`src/rtl/mio_bus_arbiter.sv`:
```
// rtl/mio_bus_arbiter.sv - RAM/MIO bus arbiter between CPU memory port and debug master
// Optional round-robin arbitration: define MIO_RR_ARB_EN.
module mio_bus_arbiter #(
    parameter int unsigned RAM_LAT = 2
) (
    input  logic        clk,
    input  logic        rst_n,
    input  logic        cpu_req,
    input  logic        cpu_we,
    input  logic [31:0] cpu_addr,
    input  logic [31:0] cpu_wdata,
    input  logic [2:0]  cpu_ramctrl,
    output logic [31:0] cpu_rdata,
    output logic        MIO_ready,
    input  logic        dbg_req,
    input  logic        dbg_we,
    input  logic [31:0] dbg_addr,
    input  logic [31:0] dbg_wdata,
    output logic        dbg_gnt,
    output logic        dbg_ack,
    output logic [31:0] dbg_rdata,
    output logic        mem_en,
    output logic        mem_we,
    output logic [31:0] mem_addr,
    output logic [31:0] mem_wdata,
    output logic [2:0]  mem_ctrl,
    input  logic [31:0] mem_rdata
);

    typedef enum logic [1:0] {S_IDLE, S_ACCESS, S_DONE} state_t;

    // The debug master has no width port; its accesses always use code 0.
    localparam logic [2:0] DBG_CTRL = 3'b000;
    localparam logic       OWN_CPU  = 1'b0;
    localparam logic       OWN_DBG  = 1'b1;

    state_t      r_state;
    state_t      w_state_nxt;
    logic [3:0]  r_lat_cnt;
    logic        r_owner;
    logic        r_we;
    logic [31:0] r_cpu_rdata;
    logic [31:0] r_dbg_rdata;
    logic [31:0] r_addr;
    logic [31:0] r_wdata;
    logic [2:0]  r_ctrl;
    logic        r_mem_en;
    logic        r_mem_we;
    logic        r_mio_ready;
    logic        r_dbg_ack;
    logic        r_dbg_gnt;
    logic        w_grant;
    logic        w_pick;
    logic        w_owner_nxt;
    logic        w_we_nxt;

`ifdef MIO_RR_ARB_EN
    logic r_last_owner;

    always_comb begin
        if (cpu_req && dbg_req) begin
            w_pick = ~r_last_owner;
        end else begin
            w_pick = dbg_req ? OWN_DBG : OWN_CPU;
        end
    end

    always_ff @(posedge clk or negedge rst_n) begin
        if (!rst_n) begin
            r_last_owner <= OWN_CPU;
        end else if (w_grant) begin
            r_last_owner <= w_pick;
        end
    end
`else
    always_comb begin
        w_pick = cpu_req ? OWN_CPU : OWN_DBG;
    end
`endif

    always_comb begin
        w_state_nxt = r_state;
        w_grant     = 1'b0;
        w_owner_nxt = r_owner;
        w_we_nxt    = r_we;
        case (r_state)
            S_IDLE: begin
                if (cpu_req || dbg_req) begin
                    w_grant     = 1'b1;
                    w_owner_nxt = w_pick;
                    w_we_nxt    = (w_pick == OWN_DBG) ? dbg_we : cpu_we;
                    w_state_nxt = S_ACCESS;
                end
            end
            S_ACCESS: begin
                if (r_lat_cnt == 4'd0) begin
                    w_state_nxt = S_DONE;
                end
            end
            S_DONE:  w_state_nxt = S_IDLE;
            default: w_state_nxt = S_IDLE;
        endcase
    end

    always_ff @(posedge clk or negedge rst_n) begin
        if (!rst_n) begin
            r_state <= S_IDLE;
        end else begin
            r_state <= w_state_nxt;
        end
    end

    always_ff @(posedge clk or negedge rst_n) begin
        if (!rst_n) begin
            r_lat_cnt   <= 4'd0;
            r_owner     <= OWN_CPU;
            r_we        <= 1'b0;
            r_addr      <= 32'd0;
            r_wdata     <= 32'd0;
            r_ctrl      <= 3'd0;
            r_cpu_rdata <= 32'd0;
            r_dbg_rdata <= 32'd0;
        end else begin
            if (w_grant) begin
                r_owner   <= w_owner_nxt;
                r_we      <= w_we_nxt;
                r_addr    <= (w_owner_nxt == OWN_DBG) ? dbg_addr  : cpu_addr;
                r_wdata   <= (w_owner_nxt == OWN_DBG) ? dbg_wdata : cpu_wdata;
                r_ctrl    <= (w_owner_nxt == OWN_DBG) ? DBG_CTRL  : cpu_ramctrl;
                r_lat_cnt <= 4'(RAM_LAT - 1);
            end else if (r_state == S_ACCESS && r_lat_cnt != 4'd0) begin
                r_lat_cnt <= r_lat_cnt - 4'd1;
            end
            if (r_state == S_ACCESS && r_lat_cnt == 4'd0 && !r_we) begin
                if (r_owner == OWN_DBG) begin
                    r_dbg_rdata <= mem_rdata;
                end else begin
                    r_cpu_rdata <= mem_rdata;
                end
            end
        end
    end

    // Strobes and enables are registered from the next state so no output is combinational.
    always_ff @(posedge clk or negedge rst_n) begin
        if (!rst_n) begin
            r_mem_en    <= 1'b0;
            r_mem_we    <= 1'b0;
            r_mio_ready <= 1'b0;
            r_dbg_ack   <= 1'b0;
            r_dbg_gnt   <= 1'b0;
        end else begin
            r_mem_en    <= (w_state_nxt == S_ACCESS);
            r_mem_we    <= (w_state_nxt == S_ACCESS) && w_we_nxt;
            r_mio_ready <= (w_state_nxt == S_DONE) && (w_owner_nxt == OWN_CPU);
            r_dbg_ack   <= (w_state_nxt == S_DONE) && (w_owner_nxt == OWN_DBG);
            r_dbg_gnt   <= (w_state_nxt == S_ACCESS || w_state_nxt == S_DONE) &&
                           (w_owner_nxt == OWN_DBG);
        end
    end

    assign cpu_rdata = r_cpu_rdata;
    assign dbg_rdata = r_dbg_rdata;
    assign MIO_ready = r_mio_ready;
    assign dbg_ack   = r_dbg_ack;
    assign dbg_gnt   = r_dbg_gnt;
    assign mem_en    = r_mem_en;
    assign mem_we    = r_mem_we;
    assign mem_addr  = r_addr;
    assign mem_wdata = r_wdata;
    assign mem_ctrl  = r_ctrl;

endmodule

```
`config.mk`:
```
export PLATFORM = sky130hd
export DESIGN_NAME = mio_bus_arbiter
export DESIGN_NICKNAME = d
export VERILOG_FILES = /design/src/rtl/mio_bus_arbiter.sv
export SDC_FILE = /design/constraint.sdc
export NUM_CORES = 1
export LEC_CHECK = 0
export ABC_CLOCK_PERIOD_IN_PS = 4800
export CAP_MARGIN = 10
export CORE_UTILIZATION = 46
export CTS_BUF_LIST = sky130_fd_sc_hd__clkbuf_4 sky130_fd_sc_hd__clkbuf_8
export CTS_CLUSTER_DIAMETER = 150
export DETAILED_ROUTE_END_ITERATION = 8
export PLACE_DENSITY = 0.88
export SLEW_MARGIN = 20
export SYNTH_ARGS = -nofsm -noshare
export SYNTH_HDL_FRONTEND = slang
export SYNTH_SLANG_ARGS = --single-unit
```
`constraint.sdc`:
```
create_clock -name clk -period 4.8 [get_ports clk]
set_clock_uncertainty 0.15 [all_clocks]
set_input_delay 0.96 -clock clk [delete_from_list [all_inputs] [get_ports clk]]
set_output_delay 0.96 -clock clk [all_outputs]
set_load 0.01 [all_outputs]
```
==> impl_results.md, run 1 <==
- Area leader, netlist: dfrtp_1
- Post-synth ARST share: 100%
- Root Driver: clkbuf_8
- CTS H-Tree Depth: 4
- Internal: 4.34 mW
- Register area: approximately 0.0036 mm2
- GPL Wtd Cong: between 0.8 and 0.9
- Place WS: ~1.9 ns
- Outcome: finished clean
- DRC: 0
- # setup viols final: 0
- Crit path kind: reg -> reg
- Synth-to-Final Area Change: 53.3%
- Clock Latency Late Sink: 0.45 ns
- Initial Util: roughly 47%
- Core area: about 0.014 mm2
- Relative slew margins: around a quarter
- Hold path depth: 1
- Worst r2r src: r_state[1]$_DFF_PN0_
- Crit path cell chain: or2_2 -> buf_4 -> a2111oi_0 -> nor3b_1
- Drt pass-1 iters: 7
- Setup ws final: around 2.2 ns
- Final period util: 54.9%
- Seq pwr share: between 30% and 40%
- Crit path buf inv count: 1
- Detailed-route wire length per cell: between 20 and 25 um
- Synth top cells by count: dfrtp_1 (144), o21ai_0 (69), nor2b_1 (66)
- Count leader, synth: dfrtp_1
- Flop2flop setup slack: 2.17 ns
- Total chip power: ~6.7 mW
- Synth Warn #: 0
- Crit-path max FO: between 40 and 50
- Port-buffer cells: between 300 and 400
- Required time worst endpoint: ~5 ns
- EDFF count, synth: 0
- FMAX: roughly 380 MHz
- Nets: 1021
- Flop and latch count out of synthesis: approximately 140
- Switching Power: 2.37 mW
- Yosys cell types: 32
- Total of max-cap violations: 0
- N_diodes: 0
- Reg2reg path depth: 4
- Die X: 122 um
- Vias in the first global route: 6140
- DR vias/cell: 5.78
- Largest net degree at the start of global routing: 84
- Top cells by area, synth: dfrtp_1 (54%), a22oi_1 (7.2%), mux2_4 (6.8%)
- CP endpoint: mem_we$_DFF_PN0_
- HPWL Detailed: between 10000 and 15000 um
- FILL cells: 895
- Worst-Margin Slew: roughly 1.1 ns
- Worst min path class: reg -> reg
- Initial antenna violation count: 0
- VDD IR max: between 0.0003 and 0.0004 V
- All-Layer GR Usage: around 28%
- Post-CTS Resized: 0
- Inserted Clock Buffers: 17
- Rows: 43
- Final Non-Filler Cells: 1042
- Max-slew violation count: 0
- DIE HEIGHT: 122 um
- Mean Syn Cell Area: about 12 um2
- Total gr overflow: 0
- Leakage: about 4.1 nW
- CP delay by family, top: simple AND/OR/NAND/NOR gates
- DRT Wirelength: 20900 um
- CP Launch Type: flop
- First-pass GRT wire length: about 32000 um
- Slowest CP cell: a2111oi_0
- Share of the synthesized area in the top cell type: between 50% and 60%
- Clock transition at path regs: roughly 0.08 ns
- Initial DRC Count: 419
- Gate power share: around 50%
- Mapped cell area: approximately 0.0066 mm2
- Worst path depth: 4
- RR Endpoint: mem_we$_DFF_PN0_
- Hold Vio Cnt, Final: 0
- Util after Layout: 72.6%
- Layout cells sized above 1: 13.2%
- Multi-input gate area: about 0.0028 mm2
- Syn_nets: 740
- Cell count after synthesis: about 570
- CTS sink count: around 140
- Final TNS setup: 0 ns
- Seq/Total Area, Yosys: a little over half
- Clock tree buffer depth: 2
- I/O pin count: a little over 300
- Setup bufs post-CTS: 0
- Slowest stage delay, CP: between 0.6 and 0.7 ns
- CP Data Arrival Time: around 2.8 ns
- Full die area: roughly 0.015 mm2
- Clock network power share: 15.7%
- CTS tree: yes
- Placed instance count: 1010
- Detailed-route via count: around 6000
- # hold bufs at CTS: 0
- RSZ-0062 raised after global routing: false
- Remaining antenna violation count after routing: 0
- CP Launch Point: r_state[1]$_DFF_PN0_
- Crit end category: flop
- Ys flop type: dfrtp_1
- Switching Share: a little over a third
- PwrDens: between 600 and 700 mW/mm2
- Post-layout min period: approximately 2.6 ns
[worst reg2reg max path, stage by stage (launching register included)]
cell and delay (ns):
dfrtp_1 0.55, or2_2 0.59, buf_4 0.38, a2111oi_0 0.70
nor3b_1 0.11
[stage by stage]
| stage | hold slack [ns] | cell area [um2] |
|---|---|---|
| CTS | 0.361 | 10200 |
| global route | 0.373 | 10200 |
| finish | 0.357 | 10200 |
| detailed placement | 0.341 | 9730 |
| global placement | 0.336 | 9730 |
| floorplan | 0.317 | 6630 |
[placed cells by master, fill, tap and decap left out, types with 3 or more instances in the layout]
| master | count |
|---|---|
| a21oi_1 | 4 |
| a22o_1 | 3 |
| a22oi_1 | 64 |
| a31oi_1 | 64 |
| buf_4 | 8 |
| bufinv_16 | 4 |
| clkbuf_8 | 17 |
| clkdlybuf4s50_1 | 301 |
| clkinv_2 | 3 |
| dfrtp_1 | 144 |
| ha_1 | 3 |
| inv_1 | 7 |
| mux2_2 | 34 |
| mux2_4 | 30 |
| nor2_1 | 8 |
| nor2b_1 | 66 |
| nor3_1 | 3 |
| nor3b_1 | 3 |
| o21ai_0 | 69 |
[cells by family (layout without fill, tap and decap cells)]
| family | after synthesis | after routing | synth area share (%) |
|---|---|---|---|
| AO/OA/AOI/OAI | 208 | 208 | 19.7 |
| AND/OR/NAND/NOR | 91 | 91 | 8.51 |
| adder cells (fa/ha/maj) | 3 | 3 | 0.566 |
| multiplexers | 65 | 65 | 12.7 |
| flip-flops | 144 | 144 | 54.4 |
| buffers and inverters | 57 | 351 | 4.13 |
[power groups by stage]
stage | Combinational (mW) | Clock, mW | Sequential (mW)
3_5_place_dp | 3.34 | 0 | 2.30
2_1_floorplan | 1.39 | 0 | 2.47
6_report | 3.35 | 1.06 | 2.30
5_1_grt | 3.60 | 1.12 | 2.36
4_1_cts | 3.36 | 1.07 | 2.29
3_3_place_gp | 3.22 | 0 | 2.25
[per-layer routing]
layer,global-route usage (%),wire [um],vias to the layer above
met4,11.2,461,0
met5,0,0,-
met2,48.4,10700,345
met1,32.4,8000,2978
met3,8.19,1770,34
li1,-,-,2667
[registers in the layout (all words and copies together), names as in the netlist, 2 cells and up]
name / cells
r_lat_cnt: 4
mem_addr: 32
cpu_rdata: 32
r_state: 2
mem_ctrl: 3
mem_wdata: 32
dbg_rdata: 32
[layout make-up]
type / instances / area share, %
sequential: 144 / 35.5
timing repair buffer: 312 / 30.6
multi-input combinational: 367 / 27.2
clock buffer: 19 / 2.45
tap: 180 / 2.22
clock inverter: 13 / 1.82
inverter: 7 / 0.259
[worst min-delay path by stage]
stage / from / slack [ns] / endpoint
after floorplan: r_lat_cnt[0]$_DFFE_PN0P_ / 0.32 / r_lat_cnt[0]$_DFFE_PN0P_
after global placement: cpu_rdata[0]$_DFFE_PN0P_ / 0.34 / cpu_rdata[0]$_DFFE_PN0P_
after detailed placement: mem_ctrl[2]$_DFFE_PN0P_ / 0.34 / mem_ctrl[2]$_DFFE_PN0P_
after CTS: mem_ctrl[2]$_DFFE_PN0P_ / 0.36 / mem_ctrl[2]$_DFFE_PN0P_
after global routing: cpu_rdata[29]$_DFFE_PN0P_ / 0.37 / cpu_rdata[29]$_DFFE_PN0P_
final: dbg_rdata[14]$_DFFE_PN0P_ / 0.36 / dbg_rdata[14]$_DFFE_PN0P_
Note: power is estimated with default switching activity, not from simulation.
==> inputs of run 2 (changes only) <==
--- a/config.mk
+++ b/config.mk
@@ -5,13 +5,13 @@
 export SDC_FILE = /design/constraint.sdc
 export NUM_CORES = 1
 export LEC_CHECK = 0
-export ABC_CLOCK_PERIOD_IN_PS = 4800
+export ABC_CLOCK_PERIOD_IN_PS = 2700
 export CAP_MARGIN = 10
-export CORE_UTILIZATION = 46
+export CORE_UTILIZATION = 43
 export CTS_BUF_LIST = sky130_fd_sc_hd__clkbuf_4 sky130_fd_sc_hd__clkbuf_8
 export CTS_CLUSTER_DIAMETER = 150
 export DETAILED_ROUTE_END_ITERATION = 8
-export PLACE_DENSITY = 0.88
+export PLACE_DENSITY = 0.83
 export SLEW_MARGIN = 20
 export SYNTH_ARGS = -nofsm -noshare
 export SYNTH_HDL_FRONTEND = slang
==> constraint.sdc (replaced) <==
create_clock -name clk -period 2.7 [get_ports clk]
set_clock_uncertainty 0.15 [all_clocks]
set_input_delay 0.54 -clock clk [delete_from_list [all_inputs] [get_ports clk]]
set_output_delay 0.54 -clock clk [all_outputs]
set_load 0.01 [all_outputs]
==> impl_results.md, run 2 (synthesis gave the netlist of run 1 again) <==
- Final Non-Filler Cells: 1055 (was 1042)
- Die X: 126 um (was 122 um)
- CP Launch Type: flop (unchanged)
- CP delay by family, top: simple AND/OR/NAND/NOR gates (unchanged)
- Clock tree buffer depth: 2 (unchanged)
- Relative slew margins: 59.1% (was 25.9%)
- DIE HEIGHT: 126 um (was 122 um)
- DRC: 0 (unchanged)
- Placed instance count: 1023 (was 1010)
- RSZ-0062 raised after global routing: false (unchanged)
- Layout cells sized above 1: 13.6% (was 13.2%)
- CTS H-Tree Depth: 4 (unchanged)
- Full die area: 0.0159 mm2 (was 0.0149 mm2)
- N_diodes: 0 (unchanged)
- GPL Wtd Cong: 0.782 (was 0.816)
- Outcome: finished clean (unchanged)
- I/O pin count: 305 (unchanged)
- Total of max-cap violations: 0 (unchanged)
- HPWL Detailed: 13700 um (was 14700 um)
- Vias in the first global route: 5826 (was 6140)
- Commonest non-fill, non-tap cells in the layout: clkdlybuf4s50_1 (301), dfrtp_1 (144), o21ai_0 (69), nor2b_1 (66) (unchanged)
- CTS tree: yes (unchanged)
- Slowest stage delay, CP: 0.72 ns (was 0.68 ns)
- Crit-path max FO: 32 (was 43)
- All-Layer GR Usage: 25.2% (was 28.0%)
- Multi-input gate area: 0.00276 mm2 (unchanged)
- Core area: 0.0151 mm2 (was 0.0140 mm2)
- Required time worst endpoint: 2.87 ns (was 4.95 ns)
- Root Driver: clkbuf_8 (unchanged)
- DR vias/cell: 5.49 (was 5.78)
- Register area: 0.00360 mm2 (unchanged)
- Crit end category: flop (unchanged)
- Final period util: 93.4% (was 54.9%)
- CP Data Arrival Time: 2.69 ns (was 2.79 ns)
- # setup viols final: 0 (unchanged)
- Crit path cell chain: inv_1 -> ha_1 -> or3b_4 -> or4_4 -> mux2_4 (was or2_2 -> buf_4 -> a2111oi_0 -> nor3b_1)
- Worst min path class: in -> reg (was reg -> reg)
- Leakage: 4.17 nW (was 4.15 nW)
- Clock transition at path regs: 0.08 ns (about the same)
- Post-CTS Resized: 0 (unchanged)
- Hold Vio Cnt, Final: 0 (unchanged)
- Commonest non-fill, non-tap cell in the layout: clkdlybuf4s50_1 (unchanged)
- Total gr overflow: 0 (unchanged)
- Place WS: 0.202 ns (was 1.88 ns)
- Post-layout min period: 2.52 ns (was 2.63 ns)
- Setup bufs post-CTS: 0 (unchanged)
- Worst-Margin Slew: 0.613 ns (was 1.11 ns)
- FILL cells: 1137 (was 895)
- Max-slew violation count: 0 (unchanged)
- Drt pass-1 iters: 5 (was 7)
- Port-buffer cells: 304 (unchanged)
- Util after Layout: 67.6% (was 72.6%)
- Crit path kind: reg -> reg (unchanged)
- Initial Util: 43.8% (was 47.4%)
- Nets: 1027 (was 1021)
- DRT Wirelength: 19900 um (was 20900 um)
- Final TNS setup: 0 ns (unchanged)
- Synth-to-Final Area Change: 54.4% (was 53.3%)
- Clock Latency Late Sink: 0.43 ns (was 0.45 ns)
- Detailed-route via count: 5790 (was 6024)
- PwrDens: 1150 mW/mm2 (was 660 mW/mm2)
- Detailed-route wire length per cell: 18.8 um (was 20.1 um)
- VDD IR max: 0.000479 V (was 0.000328 V)
- Rows: 45 (was 43)
- CTS sink count: 144 (unchanged)
- Inserted Clock Buffers: 17 (unchanged)
- Initial DRC Count: 339 (was 419)
- Slowest CP cell: or4_4 (was a2111oi_0)
- Remaining antenna violation count after routing: 0 (unchanged)
- Initial antenna violation count: 0 (unchanged)
- Crit path buf inv count: 1 (unchanged)
- First-pass GRT wire length: 31200 um (was 31700 um)
- FMAX: 397 MHz (was 380 MHz)
- Largest net degree at the start of global routing: 124 (was 84)
- Setup ws final: 0.179 ns (was 2.17 ns)
-- run 2: changes by cell type in the layout (fill, tap and decap cells not counted), sizes merged --
cell / delta
dlygate4sd3: +1
bufinv: -1
buf: +5
clkinv: -1
clkinvlp: +1
-- run 2: where the power goes --
group          internal, mW  switching (mW)
logic                  3.45            2.47
registers              3.27           0.771
clock network         0.949           0.856
-- run 2: worst paths after layout --
| kind | from | endpoint | slack (ns) | cells past startpoint |
|---|---|---|---|---|
| setup / recovery | r_lat_cnt[0]$_DFFE_PN0P_ | cpu_rdata[9]$_DFFE_PN0P_ | 0.18 | 5 |
| min in group asynchronous | rst_n | dbg_rdata[20]$_DFFE_PN0P_ | 0.47 | 2 |
| hold / removal | cpu_req | mem_addr[28]$_DFFE_PN0P_ | 0.30 | 2 |
| max in group asynchronous | rst_n | mem_wdata[23]$_DFFE_PN0P_ | 1.20 | 3 |
| setup reg to reg | r_lat_cnt[0]$_DFFE_PN0P_ | cpu_rdata[9]$_DFFE_PN0P_ | 0.18 | 5 |
| hold reg to reg | dbg_rdata[5]$_DFFE_PN0P_ | dbg_rdata[5]$_DFFE_PN0P_ | 0.36 | 1 |
-- run 2: worst reg2reg max path: stages, from the launching register on --
cell and delay [ns]:
dfrtp_1 0.41, inv_1 0.07, ha_1 0.21, or3b_4 0.42, or4_4 0.72, mux2_4 0.41
-- run 2: final cells by class --
class	count	area share [%]
well taps	188	2.30
multi-input cells	367	27.0
flip-flops and latches	144	35.2
clock inverters	12	1.54
clock buffers	19	2.49
repair buffers	318	31.2
inverters	7	0.257
-- run 2: repair_timing --
action	4_1_cts	5_1_grt
endpoints found under the hold margin	50	0
hold buffers	1	0
endpoints found under the setup margin	0	0
-- run 2: metal layers --
metal / GRT usage [%] / routed length, um / vias to the layer above
li1: - / - / 2677
met1: 31.7 / 8390 / 2813
met2: 41.1 / 9670 / 275
met3: 7.35 / 1480 / 25
met4: 9.21 / 343 / 0
met5: 0 / 0 / -
-- run 2: through the flow --
step,total power [mW],instance area (um2),hold WS [ns]
3_3_place_gp,9.81,9810,0.333
2_1_floorplan,6.87,6630,0.0944
3_5_place_dp,9.99,9810,0.341
5_1_grt,12.5,10200,0.275
6_report,11.8,10200,0.299
4_1_cts,11.8,10200,0.262
==> RTL change 1, RTL diff (config.mk and constraints of run 2) <==
Add a define of `MIO_RR_ARB_EN`.
--- a/src/rtl/mio_bus_arbiter.sv
+++ b/src/rtl/mio_bus_arbiter.sv
@@ -1,5 +1,7 @@
 // rtl/mio_bus_arbiter.sv - RAM/MIO bus arbiter between CPU memory port and debug master
 // Optional round-robin arbitration: define MIO_RR_ARB_EN.
+`define MIO_RR_ARB_EN
+
 module mio_bus_arbiter #(
     parameter int unsigned RAM_LAT = 2
 ) (
Function: changed (a bounded check fails within 4 cycles, from zero or initial values and one cycle with rst_n low).
==> RTL change 1 against run 2 <==
- setup slack worse by 0.0055 ns
- first-iteration DRC count down 36%
- core utilization is 2.6 points higher
- wire length is 10% lower
- sequential power decreased by 3%
- area after synthesis shrank 7.1%
- power down 4.8%
- count of clock-buffer cells in the layout stayed put
- combinational power down 7.3%
- final area shrank 4.4%
- sequential cell count grew 1
- hold slack better by 0.062 ns
- critical endpoint is now cpu_rdata[14]$_DFFE_PN0P_
==> RTL change 1: results (changes against run 2) <==
synthesis:
  synth_commonest_cells: "dfrtp_1, o221a_2, or3_1"  # was dfrtp_1, o21ai_0, nor2b_1
  async_flop_share: 1.00  # unchanged
  yosysSeqAreaShare: 0.589  # was 0.544
  ys_top_cells_by_area: "dfrtp_1, o221a_2, mux2_4"  # was dfrtp_1, a22oi_1, mux2_4
  ys_warn_count: 0  # unchanged
  synth.distinct_cells: 37  # was 32
  syn-num-nets: 602  # was 740
clock_network:
  cts_buffer_depth: 2  # unchanged
  cts-root-buf: "clkbuf_8"  # unchanged
  htreeDepth: 4  # unchanged
  numCtsBuffers: 17  # unchanged
  path_clk_slew_ns: 0.08  # about the same
  post_cts_resized: 0  # unchanged
  clk_latency_ns: 0.43  # about the same
power_and_ir_drop:
  irDropWorstVdd_mv: 0.490  # was 0.479 mV
  leakage_nw: 4.01  # was 4.17 nW
timing:
  slew_headroom: 0.586  # was 0.591
global_routing:
  grt_use_total: 0.243  # was 0.252
  grt_max_degree: 78  # was 124
  grt_antenna_before_repair: 1  # was 0
  grt_pass1_wl_microns: 27000  # was 31200 microns
  grt_pass1_vias: 5177  # was 5826
critical_path:
  crit_fanout: 32  # unchanged
  crit_start: "r_lat_cnt[0]$_DFFE_PN0P_"  # unchanged
  rr_worst_depth: 5  # unchanged
  endpoint: "cpu_rdata[14]$_DFFE_PN0P_"  # was cpu_rdata[9]$_DFFE_PN0P_
  reg2reg_setup_slack_ns: 0.17
  r2r-end: "cpu_rdata[14]$_DFFE_PN0P_"  # was cpu_rdata[9]$_DFFE_PN0P_
placement:
  post_dp_cell_area_sq_um: 9350  # was 9810 sq um
  port_buffers: 304  # unchanged
  routabilityCongestion: 0.821  # was 0.782
  dpl.hpwl_microns: 13400  # was 13700 microns
hold_path:
  min-delay-start: "cpu_rdata[10]$_DFFE_PN0P_"  # was cpu_req
  hold_class: "register to register"  # was primary input to register
  holdPathEnd: "cpu_rdata[10]$_DFFE_PN0P_"  # was mem_addr[28]$_DFFE_PN0P_
  hold_depth: 1  # was 2
route:
  drt-initial-drc-count: 218  # was 339
  vias: 4872  # was 5790
  drt-total-wl_microns: 17800  # was 19900 microns
  firstDrtPassIters: 4  # was 5
final_layout:
  antenna_cells: 0  # unchanged
  nFillCells: 929  # was 1137
  drive_gt1_frac: 0.242  # was 0.136
  nets: 899  # was 1027
run_status:
  outcome: "complete, no violations"  # unchanged
-- RTL change 1: cells by family after synthesis --
family,synth area share
adder cells (fa/ha/maj),0.00610
AND/OR/NAND/NOR,0.0941
flip-flops,0.589
AO/OA/AOI/OAI,0.135
buffers and inverters,0.0362
multiplexers,0.139
-- RTL change 1: metrics by stage --
stage               hold slack [ns]  utilization  setup slack (ns)  std cells
global placement              0.294        0.671             0.164        887
global route                  0.377        0.702            0.0947        920
CTS                           0.363        0.702             0.163        920
floorplan                    0.0944            -             0.429        430
finish                        0.362        0.702             0.173        920
detailed placement            0.302        0.671            0.0898        887
-- RTL change 1: area by class of cell --
class                      instances  area (sq um)  share of cell area
multi-input combinational        242          2310               0.236
inverter                           6          22.5             0.00230
clock buffer                      19           255              0.0261
clock inverter                    13           161              0.0165
tap                              180           225              0.0230
timing repair buffer             315          3180               0.325
sequential                       145          3630               0.371
-- RTL change 1: per-layer routing --
metal,up-vias,part of all wire,global-route usage
met5,-,0,0
met1,2351,0.40,0.294
met3,43,0.073,0.0637
met2,248,0.49,0.403
li1,2230,-,-
met4,0,0.034,0.117
-- RTL change 1: power breakdown --
group	switching [mW]	internal, mW
clock network	0.828	0.948
registers	0.678	3.26
logic	2.09	3.40
total	3.59	7.61
-- RTL change 1: critical path, stage by stage, from the launching register on --
cell and delay [ns]:
dfrtp_1 0.41, inv_1 0.10, ha_1 0.20, or3b_4 0.41
or4_4 0.72, mux2_4 0.39
-- RTL change 1: repair_timing --
| action | CTS | global route |
|---|---|---|
| hold buffers | 1 | 0 |
| setup buffers | 0 | 0 |
| endpoints found under the hold margin | 33 | 0 |
==> RTL change 2, RTL diff (config.mk and constraints of run 2) <==
Made on the original files. Put one more register stage on the output `dbg_rdata`, without a reset. The value now appears one clock later. The other outputs are not delayed to match.
--- a/src/rtl/mio_bus_arbiter.sv
+++ b/src/rtl/mio_bus_arbiter.sv
@@ -160,7 +160,9 @@
     end
 
     assign cpu_rdata = r_cpu_rdata;
-    assign dbg_rdata = r_dbg_rdata;
+    always_ff @(posedge clk) begin
+        dbg_rdata <= r_dbg_rdata;
+    end
     assign MIO_ready = r_mio_ready;
     assign dbg_ack   = r_dbg_ack;
     assign dbg_gnt   = r_dbg_gnt;
Formal check against the unedited RTL: not equivalent (a bounded check fails within 4 cycles, from zero or initial values and one cycle with rst_n low).
==> RTL change 2 against run 2 <==
- hold slack lost 0.083 ns
- sequential cell count grew 32
- area after synthesis grew 9.6%
- final area grew 6.5%
- maximum frequency shrank 1.0%
- non-clock buffer count shrank 1
- wire length grew 0.73%
- global-route usage shrank 1.7 points
- clock power grew 4%
- power grew 7.0%
- synthesized cell count grew 5.6%
- setup slack lost 0.027 ns
==> RTL change 2: results (changes against run 2) <==
run_status:
  outcome: "complete, no violations"  # unchanged
timing:
  final.period_utilization: 0.944  # was 0.934
  slew_headroom: 0.575  # was 0.591
  finalSetupTns_ns: 0  # unchanged
  whs_ns: 0.216  # was 0.299 ns
global_routing:
  grt_pass1_vias: 5907  # was 5826
  grt_max_degree: 131  # was 124
  grt_use_total: 0.235  # was 0.252
  grt_antenna_before_repair: 0  # unchanged
  grt_pass1_wl_microns: 31800  # was 31200 microns
power_and_ir_drop:
  irDropWorstVdd_mv: 0.505  # was 0.479 mV
  leakage_nw: 4.44  # was 4.17 nW
synthesis:
  syn-num-nets: 772  # was 740
  synth.area.mux_share: 0.116  # was 0.127
  ys_top_cells_by_area: "dfrtp_1, dfxtp_1, a22oi_1"  # was dfrtp_1, a22oi_1, mux2_4
  synth-compound-area-share: 0.180  # was 0.197
  yosysSeqAreaShare: 0.584  # was 0.544
  async_flop_share: 0.818  # was 1.00
hold_path:
  hold_class: "register to register"  # was primary input to register
  hold_depth: 0  # was 2
  min-delay-start: "r_dbg_rdata[29]$_DFFE_PN0P_"  # was cpu_req
floorplan:
  dieArea_sq_um: 17400  # was 15900 sq um
placement:
  post_dp_cell_area_sq_um: 10500  # was 9810 sq um
  routabilityCongestion: 0.756  # was 0.782
  preCtsSetupSlack_ns: 0.168  # was 0.202 ns
  dpl.hpwl_microns: 14000  # was 13700 microns
critical_path:
  reg2reg_setup_slack_ns: 0.15  # was 0.18 ns
  critical_path_arrival_ns: 2.73  # was 2.69 ns
  endpoint: "cpu_rdata[20]$_DFFE_PN0P_"  # was cpu_rdata[9]$_DFFE_PN0P_
clock_network:
  clk_latency_ns: 0.45  # was 0.43 ns
route:
  firstDrtPassIters: 4  # was 5
  via_per_inst: 5.28  # was 5.49
  drt-initial-drc-count: 332  # was 339
  wl_per_cell_microns: 17.9  # was 18.8 microns
final_layout:
  drive_gt1_frac: 0.131  # was 0.136
==> RTL change 2: cell types whose count changed after synthesis <==
| cell | before | now |
|---|---|---|
| buf_2 | 3 | 2 |
| clkbuf_1 | 40 | 42 |
| dfxtp_1 | 0 | 32 |
| buf_1 | 3 | 2 |
==> RTL change 2: where the power goes <==
part	switching, mW	leakage [nW]	internal [mW]	total (mW)
clock	1.01	0.211	0.868	1.87
combinational	2.45	2.26	3.44	5.90
sequential	0.826	1.98	3.99	4.82
total	4.28	4.44	8.30	12.6
==> RTL change 2: routing by layer <==
metal	track usage	vias to the layer above	part of all wire
li1	-	2777	-
met1	0.291	2876	0.42
met2	0.390	238	0.50
met3	0.0769	22	0.073
met4	0.0685	0	0.013
met5	0	-	0
==> RTL change 2: layout make-up <==
cell class,count,area [sq um]
Clock buffer,18,241
Multi-Input combinational cell,367,2760
Sequential cell,176,4240
Inverter,7,26.3
Tap cell,220,275
Clock inverter,14,176
Fill cell,1282,5620
Timing Repair Buffer,317,3170
